<file path="config.mk">
export PLATFORM = sky130hd
export DESIGN_NAME = muldiv_unit
export DESIGN_NICKNAME = d
export VERILOG_FILES = /design/src/rtl/muldiv_unit.sv
export SDC_FILE = /design/constraint.sdc
export NUM_CORES = 1
export LEC_CHECK = 0
export BUFFER_PORTS_ARGS = -buffer_cell sky130_fd_sc_hd__buf_4
export CORE_MARGIN = 2
export CORE_UTILIZATION = 28
export CTS_BUF_LIST = sky130_fd_sc_hd__clkbuf_8 sky130_fd_sc_hd__clkbuf_16
export DETAILED_ROUTE_END_ITERATION = 6
export SLEW_MARGIN = 20
export SYNTH_ARGS = -nofsm -noshare
export SYNTH_HDL_FRONTEND = slang
export SYNTH_SLANG_ARGS = --single-unit
</file>
<file path="constraint.sdc">
create_clock -name clk_i -period 10.4 [get_ports clk_i]
set_input_delay 1.56 -clock clk_i [delete_from_list [all_inputs] [get_ports clk_i]]
set_output_delay 1.56 -clock clk_i [all_outputs]
set_load 0.005 [all_outputs]
</file>
<file path="src/rtl/muldiv_unit.sv">
// muldiv_unit: iterative RISC-V M-extension multiply/divide unit.
// Shift-add multiply and restoring divide, one bit per cycle.
module muldiv_unit #(
    parameter int XLEN = 32,
    parameter int OP_W = 3
) (
    input  logic            clk_i,
    input  logic            rst_ni,
    input  logic            valid_i,
    output logic            ready_o,
    input  logic [XLEN-1:0] data_1_i,
    input  logic [XLEN-1:0] data_2_i,
    input  logic [OP_W-1:0] md_op_i,
    input  logic            flush_i,
    output logic            valid_o,
    input  logic            ready_i,
    output logic [XLEN-1:0] result_o,
    output logic            busy_o
);

    localparam int CW = $clog2(XLEN);
    localparam logic [CW-1:0] LAST = CW'(XLEN - 1);
    localparam logic [XLEN-1:0] MIN = {1'b1, {(XLEN-1){1'b0}}};

    localparam logic [2:0] OP_MUL    = 3'd0;
    localparam logic [2:0] OP_MULH   = 3'd1;
    localparam logic [2:0] OP_MULHSU = 3'd2;
    localparam logic [2:0] OP_MULHU  = 3'd3;
    localparam logic [2:0] OP_DIV    = 3'd4;
    localparam logic [2:0] OP_DIVU   = 3'd5;
    localparam logic [2:0] OP_REM    = 3'd6;
    localparam logic [2:0] OP_REMU   = 3'd7;

    typedef enum logic [1:0] {S_IDLE, S_CALC, S_DONE} state_t;

    state_t              state_q, state_d;
    logic [CW-1:0]       cnt_q, cnt_d;
    logic [2*XLEN-1:0]   acc_q, acc_d;
    logic [XLEN-1:0]     opnd_q, opnd_d;
    logic [XLEN-1:0]     res_q, res_d;
    logic [2:0]          op_q, op_d;
    logic                a_neg_q, a_neg_d;
    logic                b_neg_q, b_neg_d;

    logic [2:0]      op3;
    logic            op_def, is_div, accept, special;
    logic            a_neg, b_neg, div_zero, ovf;
    logic [XLEN-1:0] a_mag, b_mag, spec_res;

    logic [XLEN:0]     sum, shl;
    logic [XLEN+1:0]   diff;
    logic              q_bit;
    logic [XLEN-1:0]   rem_nxt, quo, rem, fin_res;
    logic [2*XLEN-1:0] mul_nxt, div_nxt, acc_nxt, mul_s;

    // Request decode: operand signs, magnitudes and the single-cycle cases
    always_comb begin
        op3      = md_op_i[2:0];
        op_def   = (md_op_i >> 3) == '0;
        is_div   = op3[2];
        accept   = valid_i && ready_o && !flush_i;
        a_neg    = data_1_i[XLEN-1] &&
                   (op3 inside {OP_MULH, OP_MULHSU, OP_DIV, OP_REM});
        b_neg    = data_2_i[XLEN-1] &&
                   (op3 inside {OP_MULH, OP_DIV, OP_REM});
        a_mag    = a_neg ? -data_1_i : data_1_i;
        b_mag    = b_neg ? -data_2_i : data_2_i;
        div_zero = op_def && is_div && (data_2_i == '0);
        ovf      = op_def && (op3 == OP_DIV || op3 == OP_REM) &&
                   (data_1_i == MIN) && (data_2_i == '1);
        special  = !op_def || div_zero || ovf;
        spec_res = '0;
        if (!op_def)
            spec_res = '0;
        else if (div_zero)
            spec_res = op3[1] ? data_1_i : '1;
        else if (ovf)
            spec_res = op3[1] ? '0 : MIN;
    end

    // One iteration of shift-add / restoring divide plus final sign fix-up
    always_comb begin
        sum     = {1'b0, acc_q[2*XLEN-1:XLEN]} +
                  (acc_q[0] ? {1'b0, opnd_q} : '0);
        mul_nxt = {sum, acc_q[XLEN-1:1]};
        shl     = {acc_q[2*XLEN-1:XLEN], acc_q[XLEN-1]};
        diff    = {1'b0, shl} - {2'b00, opnd_q};
        q_bit   = ~diff[XLEN+1];
        rem_nxt = q_bit ? diff[XLEN-1:0] : shl[XLEN-1:0];
        div_nxt = {rem_nxt, acc_q[XLEN-2:0], q_bit};
        acc_nxt = op_q[2] ? div_nxt : mul_nxt;
        mul_s   = (a_neg_q ^ b_neg_q) ? -acc_nxt : acc_nxt;
        quo     = acc_nxt[XLEN-1:0];
        rem     = acc_nxt[2*XLEN-1:XLEN];
        fin_res = '0;
        unique case (op_q)
            OP_MUL:    fin_res = mul_s[XLEN-1:0];
            OP_MULH,
            OP_MULHSU,
            OP_MULHU:  fin_res = mul_s[2*XLEN-1:XLEN];
            OP_DIV,
            OP_DIVU:   fin_res = (a_neg_q ^ b_neg_q) ? -quo : quo;
            OP_REM,
            OP_REMU:   fin_res = a_neg_q ? -rem : rem;
            default:   fin_res = '0;
        endcase
    end

    // Datapath next state: load on accept, iterate in CALC
    always_comb begin
        cnt_d   = cnt_q;
        acc_d   = acc_q;
        opnd_d  = opnd_q;
        res_d   = res_q;
        op_d    = op_q;
        a_neg_d = a_neg_q;
        b_neg_d = b_neg_q;
        if (state_q == S_IDLE && accept) begin
            op_d    = op3;
            a_neg_d = a_neg;
            b_neg_d = b_neg;
            cnt_d   = '0;
            res_d   = spec_res;
            if (is_div) begin
                opnd_d = b_mag;
                acc_d  = {{XLEN{1'b0}}, a_mag};
            end else begin
                opnd_d = a_mag;
                acc_d  = {{XLEN{1'b0}}, b_mag};
            end
        end else if (state_q == S_CALC) begin
            acc_d = acc_nxt;
            cnt_d = cnt_q + CW'(1);
            if (cnt_q == LAST)
                res_d = fin_res;
        end
    end

    // Datapath registers with synchronous clear
    always_ff @(posedge clk_i) begin
        if (!rst_ni) begin
            cnt_q   <= '0;
            acc_q   <= '0;
            opnd_q  <= '0;
            res_q   <= '0;
            op_q    <= '0;
            a_neg_q <= 1'b0;
            b_neg_q <= 1'b0;
        end else begin
            cnt_q   <= cnt_d;
            acc_q   <= acc_d;
            opnd_q  <= opnd_d;
            res_q   <= res_d;
            op_q    <= op_d;
            a_neg_q <= a_neg_d;
            b_neg_q <= b_neg_d;
        end
    end

    // FSM state register
    always_ff @(posedge clk_i) begin
        if (!rst_ni)
            state_q <= S_IDLE;
        else
            state_q <= state_d;
    end

    // FSM next-state logic
    always_comb begin
        state_d = state_q;
        unique case (state_q)
            S_IDLE: if (accept) state_d = special ? S_DONE : S_CALC;
            S_CALC: begin
                if (flush_i)
                    state_d = S_IDLE;
                else if (cnt_q == LAST)
                    state_d = S_DONE;
            end
            S_DONE: if (flush_i || ready_i) state_d = S_IDLE;
            default: state_d = S_IDLE;
        endcase
    end

    // FSM outputs; result is gated to zero outside DONE
    always_comb begin
        ready_o  = (state_q == S_IDLE);
        valid_o  = (state_q == S_DONE);
        busy_o   = (state_q != S_IDLE);
        result_o = (state_q == S_DONE) ? res_q : '0;
    end

endmodule
</file>
; ---- Word level (Yosys, flattened, before mapping)
; Index checks and enable logic that the tools add are counted.
[totals]
wordCells = 91
out_inout_bits = 35
in_bits = 72
register_bits = 140
[op_classes]
n_addsub = 8
reduce_logical = 26
bitwise_logic = 3
muxes = 27
n_eq_ne = 19
[op_table]
columns = op, count
row1 = $mux W32, 16
row2 = $mux W64, 4
row3 = $neg A32 Y32, 4
row4 = $pmux W32 S4, 1
row5 = $eq A32 B32 Y1 const B, 2
row6 = $neg A64 Y64, 1
row7 = $sub A33 B32 Y34, 1
row8 = $add A32 B32 Y33, 1
row9 = $logic_not A32 Y1, 1
row10 = $eq A3 B3 Y1 const B, 6
row11 = $mux W2, 5
row12 = $eq A3 B2 Y1 const B, 3
row13 = $logic_and A1 B1 Y1, 8
row14 = $eq A3 B1 Y1 const B, 2
row15 = $pmux W2 S3, 1
row16 = $reduce_bool A2 Y1, 3
row17 = $reduce_or A2 Y1, 3
row18 = $add A5 B1 Y5 const B, 1
row19 = $eq A5 B5 Y1 const B, 1
row20 = $ne A2 B1 Y1 const B, 2
row21 = $reduce_bool A4 Y1, 1
row22 = $logic_not A3 Y1, 1
row23 = $logic_or A1 B1 Y1, 3
row24 = $ne A3 B2 Y1 const B, 1
row25 = other kinds (10), 11

; ---- Logic depth before layout (Yosys ltp)
[logic_depth]
word_depth = 9
ltp_mapped = 23
depth_no_buf = 20

; ---- Worst setup path after synthesis
; Ideal clock, no wire load.
[synth_timing]
path_type = input port to flip-flop
from = in data_2_i[0]
to = reg res_q[17]
path_slack_ns = 5.871
cell_stages = 14
n_path_buf = 2
arrival_time_ns = 4.459
setup_time_ns = 0.070
t_required_ns = 10.330
path_cell_list = inv_1 -> ha_1 -> nand2_1 -> or3_1 -> nor4_1 -> and2_1 -> nand3_1 -> or4_1 -> or2_2 -> clkbuf_1 -> clkbuf_1 -> o21ai_0 -> a21oi_1 -> a21oi_1
[synth_between]
elab_chain_len = 5
elab_cells_between_ends = 7
classes_between = 1 x eq/ne / 3 x mux / 3 x reduce/logical
[synth_lines]
columns = element, line_no
row1 = "start, declared", 12  ; input logic [XLEN-1:0] data_2_i,
row2 = $eq A32 B32 Y1, 70  ; (data_1_i == MIN) && (data_2_i == '1);
row3 = $logic_and A1 B1 Y1, 70
row4 = $mux W32, 77  ; else if (ovf)
row5 = $mux W32 (*), 75  ; else if (div_zero)
row6 = $mux W32 (*), 118  ; if (state_q == S_IDLE && accept) begin
row7 = "end signal, assigned", 153  ; res_q <= res_d;
row8 = "end, declared", 40  ; logic [XLEN-1:0] res_q, res_d;
; Every way passes the cells marked *; elsewhere a longest branch is shown, timed or not.
; A chain may end at the register's enable or synchronous reset.

; ---- Worst setup path after layout
[layout_timing]
from = reg acc_q[41]
to = reg res_q[26]
[layout_between]
elab_chain_len = 9
elab_cells_between_ends = 15
classes_between = 5 x add/sub / 9 x mux / 1 x bitwise
[layout_lines]
columns = element, line_no
row1 = "start, declared", 38  ; logic [2*XLEN-1:0] acc_q, acc_d;
row2 = "start signal, assigned", 143  ; acc_q <= '0;
row3 = "start signal, assigned", 151  ; acc_q <= acc_d;
row4 = $sub A33 B32 Y34, 87  ; diff = {1'b0, shl} - {2'b00, opnd_q};
row5 = $mux W32 or $not A1 Y1 (tied branches), "89, 88"
row6 = $mux W64 (*), 91  ; acc_nxt = op_q[2] ? div_nxt : mul_nxt;
row7 = $neg A64 Y64 (tied with other cells), 92  ; mul_s = (a_neg_q ^ b_neg_q) ? -acc_nxt : acc_nxt;
row8 = $mux W64 (tied with other cells), 92
row9 = $pmux W32 S4 (*), 96  ; unique case (op_q)
row10 = $mux W32 (*), 134  ; if (cnt_q == LAST)
row11 = $mux W32 (*), 131  ; end else if (state_q == S_CALC) begin
row12 = $mux W32 (*), 118
; Every way passes the cells marked *; elsewhere a longest branch is shown, timed or not. The select of a mux whose other input is x is not followed.

==> metrics.md <==
| Metric | Value |
|---|---|
| Worst VDD drop | between 100 and 150 uV |
| RSZ-0062 raised after global routing | false |
| Synthesis-to-finish area growth | 12.8% |
| Max FO, Critical Path | 27 |
| CP required | 10760 ps |
| # fillers | 6246 |
| Vias | 17669 |
| Mapped Nets | 2415 |
| DR iter-0 viols | 2205 |
| Drt pass-1 iters | 7 |
| Drt total wl | 67300 um |
| Count leader, synth | nand2_1 |
| Mapped Avg Cell Area | 6.98 sq um |
| Critical path type | reg -> reg |
| Initial Utilization | 28.2% |
| Hold slack | 459 ps |
| Total gr overflow | 0 |
| Rel. slew slack | 26.9% |
| H-tree level count | 4 |
| GRT Overall Usage | 22.2% |
| Post-CTS Hold Fix Bufs | 0 |
| Worst r2r src | acc_q[41] |
| Layout cell share with drive strength beyond 1 | roughly a tenth |
| Top cells by area, synth | dfxtp_1 18%, nand2_1 6.9%, xnor2_1 6.0% |
| Post-synth top flop | dfxtp_1 |
| Pin count of the biggest net entering global routing | 85 |
| CTS sink cnt | 140 |
| Inserted Clock Buffers | 17 |
| Setup crit end kind | flip-flop |
| Worst Tran Pin Value | 1090 ps |
| Synth unique cells | 95 |
| Worst skew pair latency | 470 ps |
| Post-synth EDFFs | 0 |
| Max Cap Viol | 0 |
| Core Area | 0.0562 sq mm |
| Drt via density | between 5 and 6 |
| Cells after synthesis | about 2300 |
| # IOs | approximately 110 |
| Util after Layout | 31.8% |
| GP Congestion | 0.996 |
| Hold Fails Final Rpt | 0 |
| Final instance area | 0.0179 sq mm |
| PortBufs | roughly 110 |
| FFs w/ async S/R, synth | 0% |
| Final setup fails | 0 |
| Worst slack, placed | between 4000 and 5000 ps |
| Chip height | between 200 and 250 um |
| Post-synth top area share | 17.7% |
| Hold WC Path Type | reg -> reg |
| Buffers from clock root to sink, at most | 2 |
| First-pass GRT wire length | between 100000 and 150000 um |
| Synth cell count leaders | 293 x nand2_1, 171 x nor2_1, 169 x a21oi_1 |
| Fin crit share | 56.5% |
| Initial antenna violation count | 4 |
| # DRC | 2 |
| Setup Skew | 13.6 ps |
| Leak Pwr | 0.00678 uW |
| Root Buffer Master | clkbuf_16 |
| Die width | 242 um |
| Post-CTS resize count | 0 |
| Dominant cell type by area after synthesis | dfxtp_1 |
| Status | finished with violations |
| Post-synthesis sequential area ratio | 17.7% |
| Failing checks | DRC |
| Hold_sp | cnt_q[4] |
| Power per standard cell area | 113 mW/mm^2 |
| Fin. max-slew vios | 0 |
| Fin worst setup slack | 4530 ps |
| Yosys reg bits | 140 |
| DR WL/cell | 22.1 um |
| HPWL after DPL | 52000 um |
| Final Critical Period | 5870 ps |
| Clock transition at path regs | 70 ps |
| # diodes | 0 |
| Crit path launch | acc_q[41] |
| Ys Warns | 0 |
| CTS tree | built |
| Critical Path Start Type | flip-flop |
| Setup TNS | 0 ps |
| Netlist Area Pre-Place | ~0.016 sq mm |
| Critical Path AT | 6230 ps |
| Vias in the first global route | ~16000 |
| Row cnt | just under 90 |
| Post-route ant nets | 0 |
| DP Area | 0.0173 sq mm |
| Die Area | 0.0585 sq mm |
| Fmax | 170 MHz |
| Post-CTS setup repair buffer count | 0 |
| Final nets | 2425 |
-- cell usage in the layout, fill, tap and decap left out, types with 7 or more instances in the layout --
master / instances
a211oi_1: 42
a21boi_0: 54
a21o_1: 15
a21oi_1: 168
a221oi_1: 9
a22oi_1: 10
a31o_2: 7
a31oi_1: 37
and2_1: 113
and3_1: 16
buf_4: 135
clkbuf_16: 17
dfxtp_1: 139
ha_1: 71
inv_1: 65
mux2i_1: 41
nand2_1: 292
nand2b_1: 14
nand3_1: 69
nand4_1: 33
nor2_1: 170
nor2b_1: 34
nor3_1: 46
nor3b_1: 9
nor4_1: 17
o211ai_1: 82
o21a_1: 37
o21ai_0: 164
o21bai_1: 7
o221ai_1: 10
o22ai_1: 16
o31a_1: 7
o31ai_1: 16
or3_1: 11
or4_1: 7
xnor2_1: 108
xor2_1: 63
-- cell families after synthesis --
logic type	Yosys count	synth area share [%]
adder cells (fa/ha/maj)	73	5.86
XOR/XNOR	172	9.50
buffers and inverters	209	5.22
flip-flops	140	17.7
AO/OA/AOI/OAI	759	31.8
AND/OR/NAND/NOR	872	27.0
multiplexers	45	2.87
-- registers in the layout, summed over array words and instances (netlist names) --
register / flops
op_q: 3
res_q: 32
state_q: 2
acc_q: 64
opnd_q: 32
cnt_q: 5
a_neg_q: 1
b_neg_q: 1
-- layer usage --
| layer | up-vias | track usage, % | part of all wire (%) |
|---|---|---|---|
| met3 | 206 | 4.29 | 8.4 |
| met5 | - | 0 | 0.079 |
| met1 | 8319 | 29.4 | 43 |
| li1 | 8261 | - | - |
| met2 | 875 | 34.0 | 43 |
| met4 | 8 | 11.7 | 5.7 |
-- report_power, final --
group	internal, uW	switching (uW)
registers	560	31.3
clock network	386	274
logic	254	506
-- worst paths after layout --
kind / end / slack (ps) / cells past startpoint
worst max-delay path: res_q[26] / 4530 / 18
worst min-delay path: cnt_q[4] / 460 / 2
worst max register to register: res_q[26] / 4530 / 18
worst min register to register: cnt_q[4] / 460 / 2
-- per-stage QoR --
stage	cells	total power, uW
3_5_place_dp	3017	1330
3_3_place_gp	3017	1340
4_1_cts	3049	1990
5_1_grt	3049	2090
2_1_floorplan	2270	1090
6_report	3049	2010
-- critical path: stages, from the launching register on --
cell and delay (ps):
dfxtp_1 350, ha_1 460, a21oi_1 310, o21a_1 190
nor2_1 60, or2_1 260, o21ai_4 720, a31oi_1 310
inv_1 220, ha_1 310, nand3_1 170, nor3_1 340
nor4b_2 480, nand2_1 380, o21ai_0 500, nor3_1 90
a31oi_1 180, nand3_1 90, o311a_1 330
-- final cells by class --
type | count | area (sq um) | share of cell area (%)
clock buffers | 19 | 453 | 2.53
clock inverters | 13 | 149 | 0.833
inverters | 65 | 244 | 1.36
well taps | 756 | 946 | 5.29
multi-input cells | 1921 | 12300 | 68.6
flip-flops and latches | 140 | 2810 | 15.7
repair buffers | 135 | 1010 | 5.67
(Power assumes the default switching activity.)
